File: src/rtl/guess_player.sv
// Binary-search player for the decision comparator: issues guesses on out_wr and narrows
// [lo,hi] from the verdict on result. Optional game statistics ports under GUESS_STATS_EN.
module guess_player #(
  parameter int W          = 2,
  parameter int RESULT_LAT = 1,
  parameter int TIMEOUT    = 4,
  parameter int CW         = 4
) (
  input  logic          clk,
  input  logic          rst_n,
  input  logic          start,
  input  logic [1:0]    result,
  output logic [W-1:0]  out_wr,
  output logic          guess_valid,
  output logic          busy,
  output logic          done,
  output logic          found,
  output logic [CW-1:0] guess_count
`ifdef GUESS_STATS_EN
  ,
  output logic [7:0]    games_played,
  output logic [7:0]    games_won
`endif
);

  localparam int         WCW      = $clog2(RESULT_LAT + 1);
  localparam int         TCW      = $clog2(TIMEOUT + 1);
  localparam logic [W:0] HI_INIT  = {1'b0, {W{1'b1}}};
  localparam logic [W:0] ONE      = (W+1)'(1);
  localparam logic [W-1:0] MID_INIT = HI_INIT[W:1];

  typedef enum logic [2:0] {
    S_IDLE,
    S_ISSUE,
    S_WAIT,
    S_CHECK,
    S_END
  } state_t;

  state_t         state_q;
  logic [W:0]     lo_q, hi_q;
  logic [W-1:0]   guess_q;
  logic           gv_q, busy_q, done_q, found_q;
  logic [CW-1:0]  cnt_q;
  logic [WCW-1:0] wait_q;
  logic [TCW-1:0] tmo_q;
`ifdef GUESS_STATS_EN
  logic [7:0]     played_q, won_q;
`endif

  logic [W:0]     guess_ext, lo_up_d, hi_dn_d, sum_up, sum_dn;
  logic [W-1:0]   mid_up_d, mid_dn_d;
  logic           up_end, dn_end;
  logic [CW-1:0]  cnt_d;

  // Candidate next range/guess for each verdict; the FSM picks one in CHECK.
  always_comb begin
    guess_ext = {1'b0, guess_q};
    lo_up_d   = guess_ext + ONE;
    hi_dn_d   = guess_ext - ONE;
    sum_up    = lo_up_d + hi_q;
    sum_dn    = lo_q + hi_dn_d;
    mid_up_d  = sum_up[W:1];
    mid_dn_d  = sum_dn[W:1];
    up_end    = (lo_up_d > hi_q);
    dn_end    = (guess_q == '0) || (hi_dn_d < lo_q);
    cnt_d     = (&cnt_q) ? cnt_q : cnt_q + CW'(1);
  end

  always_ff @(posedge clk or negedge rst_n) begin
    if (!rst_n) begin
      state_q  <= S_IDLE;
      lo_q     <= '0;
      hi_q     <= HI_INIT;
      guess_q  <= '0;
      gv_q     <= 1'b0;
      busy_q   <= 1'b0;
      done_q   <= 1'b0;
      found_q  <= 1'b0;
      cnt_q    <= '0;
      wait_q   <= '0;
      tmo_q    <= '0;
`ifdef GUESS_STATS_EN
      played_q <= '0;
      won_q    <= '0;
`endif
    end else begin
      case (state_q)
        S_IDLE: begin
          done_q <= 1'b0;
          if (start) begin
            lo_q    <= '0;
            hi_q    <= HI_INIT;
            found_q <= 1'b0;
            busy_q  <= 1'b1;
            guess_q <= MID_INIT;
            gv_q    <= 1'b1;
            cnt_q   <= CW'(1);
            state_q <= S_ISSUE;
          end
        end
        S_ISSUE: begin
          wait_q  <= '0;
          state_q <= S_WAIT;
        end
        S_WAIT: begin
          if (wait_q == WCW'(RESULT_LAT - 1)) begin
            tmo_q   <= '0;
            state_q <= S_CHECK;
          end else begin
            wait_q <= wait_q + WCW'(1);
          end
        end
        S_CHECK: begin
          case (result)
            2'b00: begin
              found_q <= 1'b1;
              gv_q    <= 1'b0;
              busy_q  <= 1'b0;
              done_q  <= 1'b1;
              state_q <= S_END;
            end
            2'b01: begin
              if (up_end) begin
                gv_q    <= 1'b0;
                busy_q  <= 1'b0;
                done_q  <= 1'b1;
                state_q <= S_END;
              end else begin
                lo_q    <= lo_up_d;
                guess_q <= mid_up_d;
                cnt_q   <= cnt_d;
                state_q <= S_ISSUE;
              end
            end
            2'b10: begin
              if (dn_end) begin
                gv_q    <= 1'b0;
                busy_q  <= 1'b0;
                done_q  <= 1'b1;
                state_q <= S_END;
              end else begin
                hi_q    <= hi_dn_d;
                guess_q <= mid_dn_d;
                cnt_q   <= cnt_d;
                state_q <= S_ISSUE;
              end
            end
            default: begin
              // No verdict yet: keep the guess up until the timeout budget runs out.
              if (tmo_q == TCW'(TIMEOUT - 1)) begin
                gv_q    <= 1'b0;
                busy_q  <= 1'b0;
                done_q  <= 1'b1;
                state_q <= S_END;
              end else begin
                tmo_q <= tmo_q + TCW'(1);
              end
            end
          endcase
        end
        S_END: begin
          done_q  <= 1'b0;
          state_q <= S_IDLE;
`ifdef GUESS_STATS_EN
          played_q <= played_q + 8'd1;
          if (found_q) won_q <= won_q + 8'd1;
`endif
        end
        default: state_q <= S_IDLE;
      endcase
    end
  end

  assign out_wr      = guess_q;
  assign guess_valid = gv_q;
  assign busy        = busy_q;
  assign done        = done_q;
  assign found       = found_q;
  assign guess_count = cnt_q;
`ifdef GUESS_STATS_EN
  assign games_played = played_q;
  assign games_won    = won_q;
`endif

endmodule

File: config.mk
export PLATFORM = sky130hd
export DESIGN_NAME = guess_player
export DESIGN_NICKNAME = d
export VERILOG_FILES = /design/src/rtl/guess_player.sv
export SDC_FILE = /design/constraint.sdc
export NUM_CORES = 1
export LEC_CHECK = 0
export ABC_AREA = 1
export CAP_MARGIN = 30
export CORE_UTILIZATION = 35
export CTS_CLUSTER_SIZE = 24
export DETAILED_ROUTE_END_ITERATION = 7
export PLACE_DENSITY_LB_ADDON = 0.3
export SLEW_MARGIN = 10
export SYNTH_ARGS = -nofsm -noshare
export SYNTH_HDL_FRONTEND = slang
export SYNTH_SLANG_ARGS = --single-unit
File: constraint.sdc
create_clock -name clk -period 2.3 [get_ports clk]
set_input_delay 0.345 -clock clk [delete_from_list [all_inputs] [get_ports clk]]
set_output_delay 0.345 -clock clk [all_outputs]
set_load 0.05 [all_outputs]
==> impl_metrics.csv <==
group,metric,value,unit
sta,setup_violations,0,
final_layout,areaGrowthSynthToFinish,17.9,%
yosys,synth_area_per_cell,8.01,um2
placed_design,io_buffers,14,
power,ir_worst_vdd,0.557,mV
sta,hold_viol_final,0,
final_layout,nFillCells,406,
yosys,synthesis.nets,210,
die,ios,15,
placed_design,placed_cell_area,1700,um2
yosys,synth_edf_count,0,
placed_design,dp_slack,179,ps
power,powerDensity,1350,nW/um2
yosys,synth_ff_type,"dfrtp_1",
yosys,syn_inst,186,
final_layout,final_common_cell,"nand2_1",
route,highest_layer,"met3",
min_path,hold_class,"in -> async",
yosys,ys_seq_elements,21,
worst_setup_path,start_kind,"flop",
power,design_power_total,2.38,mW
global_routing,track_usage,14.8,%
worst_setup_path,cp-end-kind,"flop",
worst_setup_path,crit_fanout,5,
route,via_per_inst,4.64,
yosys,synth_area_leaders,"dfrtp_1 32%, ha_1 14%, nand2_1 11%",
worst_setup_path,cp_data_arrival_time,2230,ps
yosys,synth-simple-area-share,29.3,%
clocking,insertion_delay,260,ps
worst_setup_path,setup.worst_path.class,"reg -> reg",
yosys,yosys.area.top_type_share,31.9,%
yosys,yosysSeqAreaShare,35.4,%
yosys,synth_top_family_by_area,"simple AND/OR/NAND/NOR gates",
global_routing,antenna_found_initial,0,
final_layout,final_util,43.3,%
die,core,4060,um2
yosys,synth_compound_area_share,8.56,%
final_layout,layout_common_cells,"45 x nand2_1, 24 x inv_1, 18 x dfrtp_1, 16 x ha_1, 15 x nand3_1",
sta,timing.final.crit_share,90.3,%
yosys,synthAdderAreaFrac,17.0,%
route,drt_wl_total,2960,um
clocking,clk_transition_reported_paths,80,ps
run_status,status,"complete, no violations",
clocking,clockRootBuffer,"clkbuf_8",
route,wl_met1,1460,um
final_layout,finalNonFillerCells,255,
placed_design,gp_congestion,0.829,
sta,worst_pin_slew,499,ps
power,p_sw_share,50.3,%
die,dieArea,4520,um2
placed_design,place_inst,251,
yosys,synth_area_leader_cell,"dfrtp_1",
route,vias,1183,
sta,fin_skew,2.14,ps
die,placementRows,23,
job,max_cap_violations,0,
sta,hold_ws,418,ps
sta,min_period,2080,ps
route,wl_met2,1390,um
sta,setup_tns,0,ps
route,wl_met3,115,um
power,internal-power,1.18,mW
yosys,synth_cell_types,30,
clocking,htree_levels,1,
global_routing,grt_overflow,0,
clocking,cts_sinks,21,
sta,slew_headroom,66.6,%
worst_setup_path,critPathRequiredTime,2460,ps
final_layout,fin_nets,230,
route,antenna_left,0,
power,p_seq_share,25.9,%
yosys,synthesis.area,1490,um2
sta,rsz0062_at_grt,"no",
global_routing,grt_pass1_wl,5060,um
die,chipHeight,67.3,um
power,comb_power_share,63.7,%
sta,post-route-worst-setup-slack,224,ps
final_layout,diodes,0,
power,clockPowerShare,10.4,%
route,first_pass_iters,4,
clocking,cts_buffers,3,
global_routing,grt_pass1_vias,1095,
final_layout,drive_gt1_share,13.2,%
clocking,max-clock-path-buffers,2,
die,initial_core_util,36.7,%
clocking,cts_hold_buf,0,
route,drc,0,
global_routing,grt_max_degree,22,
yosys,yosysWarnings,0,
sta,drv_slew,0,
sta,clock.fmax,0.482,GHz
final_layout,fin_area,1760,um2
route,wire_per_inst,11.6,um
placed_design,place_hpwl,2310,um
die,die_w,67.3,um
yosys,synth-async-reset-ratio,100,%
yosys,synth_mux_area_share,0,%
yosys,synth_xor_area_share,1.18,%
power,p_sw,1.19,mW
route,detail_route.iter0.violations,36,
clocking,cts_tree,"yes",
power,power_leakage,0.867,nW
[cells in the mapped netlist (3+ instances only)]
| cell type | number |
|---|---|
| nand2_1 | 45 |
| inv_1 | 24 |
| dfrtp_1 | 19 |
| ha_1 | 17 |
| nand3_1 | 15 |
| nor2_1 | 14 |
| o21ai_0 | 10 |
| a21oi_1 | 4 |
| nand4_1 | 4 |
| inv_2 | 3 |
| nor2_2 | 3 |
| o21ai_1 | 3 |
[repair_timing]
action,CTS,global route
setup endpoints to repair,0,4
resized for setup,0,1
buffers inserted,0,0
[routing by layer]
layer	up-vias	track usage (%)
met4	0	2.39
met2	24	23.9
met5	-	0
met3	0	3.72
met1	530	20.3
li1	629	-
[power groups by stage]
stage,logic (mW),registers (mW),clock network (mW)
finish,1.51,0.616,0.247
global route,1.70,0.639,0.277
CTS,1.50,0.619,0.257
detailed placement,1.49,0.626,0
global placement,1.48,0.624,0
floorplan,0.954,0.802,0
[final timing paths]
check / start / to / slack (ps) / cells past startpoint
min in group clk: tmo_q[1] / tmo_q[1] / 490 / 2
min reg2reg: tmo_q[1] / tmo_q[1] / 490 / 2
max in group asynchronous: rst_n / hi_q[0] / 1610 / 2
min: rst_n / lo_q[1] / 420 / 2
max: out_wr[1] / guess_count[2] / 220 / 14
max reg2reg: out_wr[1] / guess_count[2] / 220 / 14
[state kept, by name, summed over array words and instances, names as in the netlist]
register / cells
tmo_q: 3
out_wr: 2
hi_q: 3
lo_q: 3
busy: 1
done: 1
found: 1
state_q: 3
guess_count: 4
[final cells by class]
cell class	count	area (um2)	area share [%]
Multi-Input combinational cell	135	847	48.2
Sequential cell	21	529	30.1
Timing Repair Buffer	18	170	9.69
Inverter	27	101	5.77
Tap cell	50	62.6	3.56
Clock buffer	3	41.3	2.35
Clock inverter	1	5.00	0.285
[cells by family (layout without fill, tap and decap cells)]
| family | count (synthesis) | in the layout |
|---|---|---|
| flip-flops | 21 | 21 |
| buffers and inverters | 30 | 49 |
| AO/OA/AOI/OAI | 21 | 21 |
| XOR/XNOR | 2 | 2 |
| AND/OR/NAND/NOR | 93 | 93 |
| adder cells (fa/ha/maj) | 19 | 19 |
[critical path, cell delays in order, from the launching register on]
cell	delay, ps
dfrtp_1	400
inv_1	90
ha_4	290
inv_1	90
ha_1	300
inv_1	60
nand3_1	70
nand2_1	100
nand2_1	80
nand2_1	80
nand2_1	50
nand2_1	140
nand2_2	100
nand2_1	70
nand2_1	50
(Power assumes the default switching activity.)
